`config.mk`:
```
export PLATFORM = sky130hd
export DESIGN_NAME = rmt_match_filter
export DESIGN_NICKNAME = d
export VERILOG_FILES = /design/src/rtl/rmt_match_filter.sv
export SDC_FILE = /design/constraint.sdc
export NUM_CORES = 2
export LEC_CHECK = 0
export ABC_AREA = 1
export BUFFER_PORTS_ARGS = -buffer_cell sky130_fd_sc_hd__buf_2
export CAP_MARGIN = 20
export CORE_AREA = 4 4 543 545
export DETAILED_ROUTE_END_ITERATION = 6
export DIE_AREA = 0 0 547 549
export PLACE_DENSITY = 0.45
export SYNTH_ARGS = -nofsm -noshare
export SYNTH_HDL_FRONTEND = slang
export SYNTH_SLANG_ARGS = --single-unit
```
`constraint.sdc`:
```
create_clock -name clk -period 8.06 [get_ports clk]
set_input_delay 0.403 -clock clk [delete_from_list [all_inputs] [get_ports clk]]
set_output_delay 0.403 -clock clk [all_outputs]
set_load 0.005 [all_outputs]
```
`src/rtl/rmt_match_filter.sv`:
```
// Ingress match-action filter: parses the first beat of each packet (802.1Q + IPv4 + UDP).
// Control packets program a 16-entry {VID, UDP dport} table; data packets are forwarded or dropped.
module rmt_match_filter #(
  parameter int unsigned C_S_AXI_DATA_WIDTH   = 32,
  parameter int unsigned C_S_AXI_ADDR_WIDTH   = 12,
  parameter logic [31:0] C_BASEADDR           = 32'h80000000,
  parameter int unsigned C_S_AXIS_DATA_WIDTH  = 512,
  parameter int unsigned C_S_AXIS_TUSER_WIDTH = 128,
  parameter int unsigned C_M_AXIS_DATA_WIDTH  = 512,
  parameter int unsigned PHV_ADDR_WIDTH       = 4
) (
  input  logic                               clk,
  input  logic                               aresetn,
  input  logic [C_S_AXIS_DATA_WIDTH-1:0]     s_axis_tdata,
  input  logic [C_S_AXIS_DATA_WIDTH/8-1:0]   s_axis_tkeep,
  input  logic [C_S_AXIS_TUSER_WIDTH-1:0]    s_axis_tuser,
  input  logic                               s_axis_tvalid,
  output logic                               s_axis_tready,
  input  logic                               s_axis_tlast,
  output logic [C_M_AXIS_DATA_WIDTH-1:0]     m_axis_tdata,
  output logic [C_M_AXIS_DATA_WIDTH/8-1:0]   m_axis_tkeep,
  output logic [C_S_AXIS_TUSER_WIDTH-1:0]    m_axis_tuser,
  output logic                               m_axis_tvalid,
  input  logic                               m_axis_tready,
  output logic                               m_axis_tlast
);

  localparam int Depth = 1 << PHV_ADDR_WIDTH;

  // Reserved AXI-Lite parameters are only sanity-checked; the parser needs bytes 0..52.
  if (C_M_AXIS_DATA_WIDTH != C_S_AXIS_DATA_WIDTH || C_S_AXIS_DATA_WIDTH < 424 ||
      C_S_AXI_DATA_WIDTH == 0 || C_S_AXI_ADDR_WIDTH == 0 || C_BASEADDR[1:0] != 2'b00 ||
      PHV_ADDR_WIDTH == 0 || PHV_ADDR_WIDTH > 4) begin : g_bad_cfg
    $error("rmt_match_filter: unsupported parameter set");
  end

  typedef enum logic {StFirst, StBody} state_e;

  state_e state_q, state_d;
  logic   fwd_q, fwd_d;

  logic [C_M_AXIS_DATA_WIDTH-1:0]   m_data_q;
  logic [C_M_AXIS_DATA_WIDTH/8-1:0] m_keep_q;
  logic [C_S_AXIS_TUSER_WIDTH-1:0]  m_user_q;
  logic                             m_valid_q;
  logic                             m_last_q;

  logic [Depth-1:0] ent_valid_q;
  logic [Depth-1:0] ent_drop_q;
  logic [11:0]      ent_vid_q  [Depth];
  logic [15:0]      ent_port_q [Depth];

  // Header fields, big-endian: byte n lives at tdata[8n +: 8].
  logic [15:0] tpid, etype, dport;
  logic [11:0] vid;
  logic [7:0]  proto;
  logic [PHV_ADDR_WIDTH-1:0] ctl_idx;
  logic        ctl_valid, ctl_drop;
  logic [11:0] ctl_vid;
  logic [15:0] ctl_port;

  assign tpid      = {s_axis_tdata[96 +: 8], s_axis_tdata[104 +: 8]};
  assign vid       = {s_axis_tdata[112 +: 4], s_axis_tdata[120 +: 8]};
  assign etype     = {s_axis_tdata[128 +: 8], s_axis_tdata[136 +: 8]};
  assign proto     = s_axis_tdata[216 +: 8];
  assign dport     = {s_axis_tdata[320 +: 8], s_axis_tdata[328 +: 8]};
  assign ctl_idx   = s_axis_tdata[368 +: PHV_ADDR_WIDTH];
  assign ctl_valid = s_axis_tdata[376];
  assign ctl_vid   = {s_axis_tdata[384 +: 4], s_axis_tdata[392 +: 8]};
  assign ctl_port  = {s_axis_tdata[400 +: 8], s_axis_tdata[408 +: 8]};
  assign ctl_drop  = s_axis_tdata[416];

  logic s_hs, is_wf, is_ctrl, hit, hit_drop, first_fwd, beat_fwd, tbl_we;

  assign s_axis_tready = !m_valid_q || m_axis_tready;
  assign s_hs          = s_axis_tvalid && s_axis_tready;
  assign is_wf         = (tpid == 16'h8100) && (etype == 16'h0800) && (proto == 8'h11);
  assign is_ctrl       = is_wf && (dport == 16'hF1F2);
  assign tbl_we        = s_hs && (state_q == StFirst) && is_ctrl;

  // Descending scan so the lowest matching index is the last one assigned.
  always_comb begin
    hit      = 1'b0;
    hit_drop = 1'b0;
    for (int i = Depth - 1; i >= 0; i--) begin
      if (ent_valid_q[i] && ent_vid_q[i] == vid && ent_port_q[i] == dport) begin
        hit      = 1'b1;
        hit_drop = ent_drop_q[i];
      end
    end
  end

  assign first_fwd = is_wf && !is_ctrl && hit && !hit_drop;

  always_comb begin
    state_d  = state_q;
    fwd_d    = fwd_q;
    beat_fwd = (state_q == StFirst) ? first_fwd : fwd_q;
    if (s_hs) begin
      unique case (state_q)
        StFirst: begin
          fwd_d = first_fwd;
          if (!s_axis_tlast) state_d = StBody;
        end
        StBody: begin
          if (s_axis_tlast) state_d = StFirst;
        end
        default: state_d = StFirst;
      endcase
    end
  end

  always_ff @(posedge clk or negedge aresetn) begin
    if (!aresetn) begin
      state_q <= StFirst;
      fwd_q   <= 1'b0;
    end else begin
      state_q <= state_d;
      fwd_q   <= fwd_d;
    end
  end

  always_ff @(posedge clk or negedge aresetn) begin
    if (!aresetn) begin
      ent_valid_q <= '0;
      ent_drop_q  <= '0;
      for (int i = 0; i < Depth; i++) begin
        ent_vid_q[i]  <= '0;
        ent_port_q[i] <= '0;
      end
    end else if (tbl_we) begin
      ent_valid_q[ctl_idx] <= ctl_valid;
      ent_drop_q[ctl_idx]  <= ctl_drop;
      ent_vid_q[ctl_idx]   <= ctl_vid;
      ent_port_q[ctl_idx]  <= ctl_port;
    end
  end

  // Dropped beats still consume a slot in the handshake but leave the output empty.
  always_ff @(posedge clk or negedge aresetn) begin
    if (!aresetn) begin
      m_valid_q <= 1'b0;
      m_data_q  <= '0;
      m_keep_q  <= '0;
      m_user_q  <= '0;
      m_last_q  <= 1'b0;
    end else if (s_hs) begin
      m_valid_q <= beat_fwd;
      if (beat_fwd) begin
        m_data_q <= s_axis_tdata;
        m_keep_q <= s_axis_tkeep;
        m_user_q <= s_axis_tuser;
        m_last_q <= s_axis_tlast;
      end
    end else if (m_axis_tready) begin
      m_valid_q <= 1'b0;
    end
  end

  assign m_axis_tvalid = m_valid_q;
  assign m_axis_tdata  = m_data_q;
  assign m_axis_tkeep  = m_keep_q;
  assign m_axis_tuser  = m_user_q;
  assign m_axis_tlast  = m_last_q;

endmodule

```
**Word-level counts from Yosys, hierarchy flattened**

Cells that the tools add are included.

- Bits in registers: 1188
- Bits in latches: 0
- Bits in read-only memories: 0
- Memory bits (writable): 0
- Output and inout port bits: 707
- Memories kept: 0

- $lt $le $gt $ge: 4
- $mul: 0
- Equality and inequality tests: 36
- Bitwise gates (word level): 2
- Reductions and logical operators: 49
- Divide/modulo/power cells: 0
- $add $sub $neg: 0
- Mux-type cells: 46
- Shift operators: 0

Operators with widths:

| cell | number |
|---|---|
| bitwise mux 256 bit | 1 |
| equality test 16 bit | 16 |
| bitwise mux 192 bit | 1 |
| equality test 12 bit | 16 |
| demux 16 bit (select 4 bit) | 1 |
| demux 12 bit (select 4 bit) | 1 |
| logical AND 1 bit | 43 |
| two-way mux 1 bit | 37 |
| bitwise mux 16 bit | 2 |
| equality test 16 bit (second input constant) | 2 |
| equality test 16 x 12 -> 1 bit (second input constant) | 1 |
| two-way mux 16 bit | 1 |
| two-way mux 12 bit | 1 |
| equality test 8 x 5 -> 1 bit (second input constant) | 1 |
| greater-or-equal comparator 5 bit (second input constant) | 1 |
| < comparator 4 x 5 -> 1 bit (second input constant) | 1 |
| < comparator 5 x 1 -> 1 bit (second input constant) | 1 |
| NOT 4 -> 5 bit | 1 |
| demux 1 bit (select 4 bit) | 1 |
| greater-or-equal comparator 4 x 1 -> 1 bit (second input constant) | 1 |
| logical NOT 1 bit | 3 |
| AND reduction 2 bit | 1 |
| nonzero test 2 bit | 1 |
| logical OR 1 bit | 1 |
| NOT 1 bit | 1 |

**Longest topological paths before layout**

- Depth in word-level cells: 23
- Gate-level depth with buffers: 41
- Depth with buffers taken out: 38

**Worst setup path after synthesis**

OpenSTA, ideal clock, no wires.

- Path type: input-to-reg
- From: in s_axis_tdata[333]
- To: reg m_data_q[151] (netlist: m_axis_tdata[151])
- Buffers on the path: 6
- Arrival: 3.070 ns
- Setup time: 0.117 ns
- Slack: 4.873 ns
- Data required time: 7.943 ns
- Stages: 24
- Cells stage by stage: buf_2 > inv_2 > buf_4 > buf_2 > nor2_1 > a221oi_1 > nand3_1 > or4_1 > or2_1 > nand2_1 > nand2_1 > nand2_1 > nand2_1 > nand2_1 > nand2_1 > nand2_1 > nand2_1 > nand2_2 > nand2_2 > buf_6 > buf_6 > buf_6 > nand2_1 > nand2_1

- Cells in the longest elaborated chain, start to end: 22
- Elaborated cells on any way between the ends: 73
- Those cells by class: eq/ne: 17; mux: 33; reduce/logical: 23

Ends and longest elaborated chain:

| what | line | RTL |
|---|---|---|
| start: declaration | 14 | `input logic [C_S_AXIS_DATA_WIDTH-1:0] s_axis_tdata,` |
| equality test 16 bit | 86 | `if (ent_valid_q[i] && ent_vid_q[i] == vid && ent_port_q[i] == dport) begin` |
| logical AND 1 bit | 86 |  |
| two-way mux 1 bit (16 in series) | 86 |  |
| logical AND 1 bit / logical NOT 1 bit (equally long branches) | 93 | `assign first_fwd = is_wf && !is_ctrl && hit && !hit_drop;` |
| logical AND 1 bit (*) | 93 |  |
| two-way mux 1 bit (*) | n/a |  |
| AND reduction 2 bit (no source line) (*) | n/a |  |
| end signal: assignment | 150 | `m_data_q <= s_axis_tdata;` |
| end: declaration | 42 | `logic [C_M_AXIS_DATA_WIDTH-1:0] m_data_q;` |

Mark *: on every way between the ends. The rest lies on a longest branch, timed or not.
A chain may end at the register's enable or synchronous reset.

**Worst setup path after layout**

- From: in s_axis_tdata[332]
- To: reg m_user_q[123] (netlist: m_axis_tuser[123])

- Cells in the longest elaborated chain, start to end: 22
- Elaborated cells on any way between the ends: 73
- Those cells by class: eq/ne: 17; mux: 33; reduce/logical: 23

Ends and longest elaborated chain:

| what | line | RTL |
|---|---|---|
| equality test 16 bit | 86 |  |
| logical AND 1 bit | 86 |  |
| two-way mux 1 bit (16 in series) | 86 |  |
| logical AND 1 bit / logical NOT 1 bit (equally long branches) | 93 |  |
| logical AND 1 bit (*) | 93 |  |
| two-way mux 1 bit (*) | n/a |  |
| AND reduction 2 bit (no source line) (*) | n/a |  |
| end signal: assignment | 152 | `m_user_q <= s_axis_tuser;` |
| end: declaration | 44 | `logic [C_S_AXIS_TUSER_WIDTH-1:0] m_user_q;` |

Marked as above.

==> results.cfg <==
[timing]
timing.final.max_slew_violations = 0
fin_crit_ns = 5.06
tns_ns = 0
finClkSkew_ns = 0.0655
setup_viol = 0
max_freq_mhz = 198
final_worst_path_period_share_pct = 62.8
worst_pin_slew_ns = 1.24
slew_headroom_pct = 17.3
rsz_0062_raised_after_global_routing = false
finalHoldViolations = 0

[floorplan]
effective_utilization_at_floorplan_pct = 17.5
die_height_um = 549
floorplan.core_area_mm2 = 0.290
placementRows = 198
die_width_um = 547
die-area_mm2 = 0.300
top_level_ports = 1416

[routing]
dr.first_iter.drc_count = 5596
met2_length_mm = 207
top_signal_layer_used = met5
detailedRoute.firstPassIterationCount = 6
m1_wire_length_mm = 176
routed-via-count = 52659
final_antenna_net_count = 0
drc_errors = 0
wl_mm = 429
met3_wirelength_mm = 27.6
drt-wirelength-per-cell_um = 36.2
route.detailed.vias_per_inst = 4.44

[logic_synthesis]
synthDistinctLibCells = 43
synthMostInstantiatedCell = nand2_1
synth.yosys.seq_area_share_pct = 58.5
synth.cells.most_frequent = nand2_1, dfrtp_1, o21ai_0
synthesis.yosys.warnings = 0
synth_top_area_cell = dfrtp_1
synth.top_cells.by_area = dfrtp_1, nand2_1, o21ai_0
post_synth_instance_area_mm2 = 0.0508
avgSynthCellArea_um2 = 8.70
yosys.area.top_type_share_pct = 58.5
number_of_flops_mapped_to_enable_cells_by_yosys = 0
postSynthCellCount = 5846
yosys_most_used_dff = dfrtp_1
synth_async_sr_flop_share_pct = 100
synth.ff_latch_count = 1188
post_syn_nets = 6555

[setup_path]
regToRegSetupSlack_ns = 3.16
worst_path_largest_cell_delay_ns = 0.51
endpoint_kind = register
cp_common_cell = nand2_1
worstPathArrival_ns = 5.82
critical_path_class = input pin to register
critical_path_required_ns = 8.82
peak_fanout_along_the_critical_path = 122
worst_path_max_delay_cell = clkinv_1
ff2ff_path_depth = 27
critical_path_launch_point_type = input pin

[clock_network]
cts-buffers-inserted = 160
cts_sink_count = 1188
insertion_delay_to_the_later_sink_of_the_worst_skew_pair_ns = 0.86
holdBufCountCts = 600
ctsHtreeMaxLevel = 4
clk_path_buf_depth = 4
cell_at_the_root_of_the_clock_tree = clkbuf_16
cts.repair.resized = 0
post_cts_buffers = 0
clkSlewWorstSetupHoldPaths_ns = 0.06
clock_tree_from_tritoncts = done

[power]
netSwitchingFraction_pct = 32.9
intPower_w = 0.0120
power.share.sequential_pct = 38.9
share_comb_of_total_power_pct = 18.9
switching_power_w = 0.00585
max-vdd-ir-drop_mv = 0.147
post-layout-total-power_w = 0.0178
power_density_mw_per_mm2 = 240
power.leakage_nw = 36.6
clkPwrFrac_pct = 42.2

[finish]
post_route_cells_drive_above_1_share_pct = 24.1
area_growth_pct = 45.7
final_core_util_pct = 25.5
num-nets-final = 8495

[placed_design]
gpl.final_weighted_congestion = 1.09
dpl.hpwl_mm = 344
port_buffers = 1415

[global_route]
antenna_violations_before_repair = 182
grt_pass1_wl_mm = 547
grt_overflow_total = 0
grt_usage_pct = 27.6
grt_start_max_net_pins = 202
via_count_of_the_first_global_routing_pass = 50716

[job]
max_cap_violations = 0

[worst_hold_path]
holdCritPathClass = input pin to register
timing.hold.worst_path_depth = 3

[outcome]
outcome = finished clean
==> worst max-delay path: cells and delay by family <==
family                 cells  cell delay, ns
AND/OR/NAND/NOR           34            3.05
buffers and inverters      6            2.23
==> registers in the layout, summed over array words and instances (netlist names) <==
signal	cells
m_axis_tdata	512
ent_valid_q	16
m_axis_tvalid	1
state_q	1
fwd_q	1
ent_drop_q	16
ent_port_q	256
ent_vid_q	192
m_axis_tkeep	64
m_axis_tuser	128
m_axis_tlast	1
==> per-layer routing <==
metal  up-vias  track usage (%)
li1      23199                -
met1     26357             34.7
met2      2544             47.2
met3       529             5.52
met4        30             9.21
met5         -                0
==> logic make-up (layout without fill, tap and decap cells) <==
family | after synthesis | in the layout | share of synthesized area (%)
xor+xnor | 99 | 99 | 1.71
other cells | 0 | 54 | 0
buf+inv | 567 | 2628 | 5.19
compound gates | 877 | 877 | 9.40
flops | 1188 | 1188 | 58.5
simple gates | 3115 | 3115 | 25.2
==> cell type report <==
class	instances	area, um2
Inverter	144	549
Fill cell	31907	216000
Timing Repair Buffer	2201	14900
Clock buffer	233	4610
Tap cell	3900	4880
Clock inverter	50	759
Antenna cell	54	135
Multi-Input combinational cell	4091	18600
Sequential cell	1188	29700
==> power by group through the flow <==
stage	combinational (W)	clock [W]	sequential, W
global route	0.00353	0.00794	0.00700
finish	0.00336	0.00752	0.00694
detailed placement	0.00319	0	0.00703
floorplan	0.000627	0	0.00701
CTS	0.00346	0.00772	0.00693
global placement	0.00317	0	0.00702
==> stage by stage <==
stage,worst slack (ns),hold WS (ns),cell area (um2),std cells
after floorplan,4.87,0.107,50800,5846
after global placement,2.08,0.382,62400,10916
after detailed placement,2.32,0.381,62500,10918
after CTS,3.17,0.000272,73800,11801
after global routing,2.75,0.0305,74000,11824
final,3.00,0.0298,74100,11861
==> cells in the final DEF, fill, tap and decap left out, types with 73 or more instances in the layout <==
cell type	instances
buf_2	1415
buf_4	155
clkbuf_16	160
dfrtp_1	1188
dlygate4sd3_1	601
inv_1	106
nand2_1	2205
nand3_1	643
nor2_1	122
o21ai_0	650
o21ai_1	79
xnor2_1	73
==> path summary, 6_finish.rpt <==
path                              startpoint           endpoint
min in group asynchronous            aresetn  m_axis_tdata[316]
max in group asynchronous            aresetn     ent_valid_q[6]
max reg2reg                   ent_port_q[90]  m_axis_tuser[123]
min                         s_axis_tkeep[62]   m_axis_tkeep[62]
min reg2reg                 m_axis_tdata[93]   m_axis_tdata[93]
max                        s_axis_tdata[332]  m_axis_tuser[123]
(Power assumes the default switching activity.)
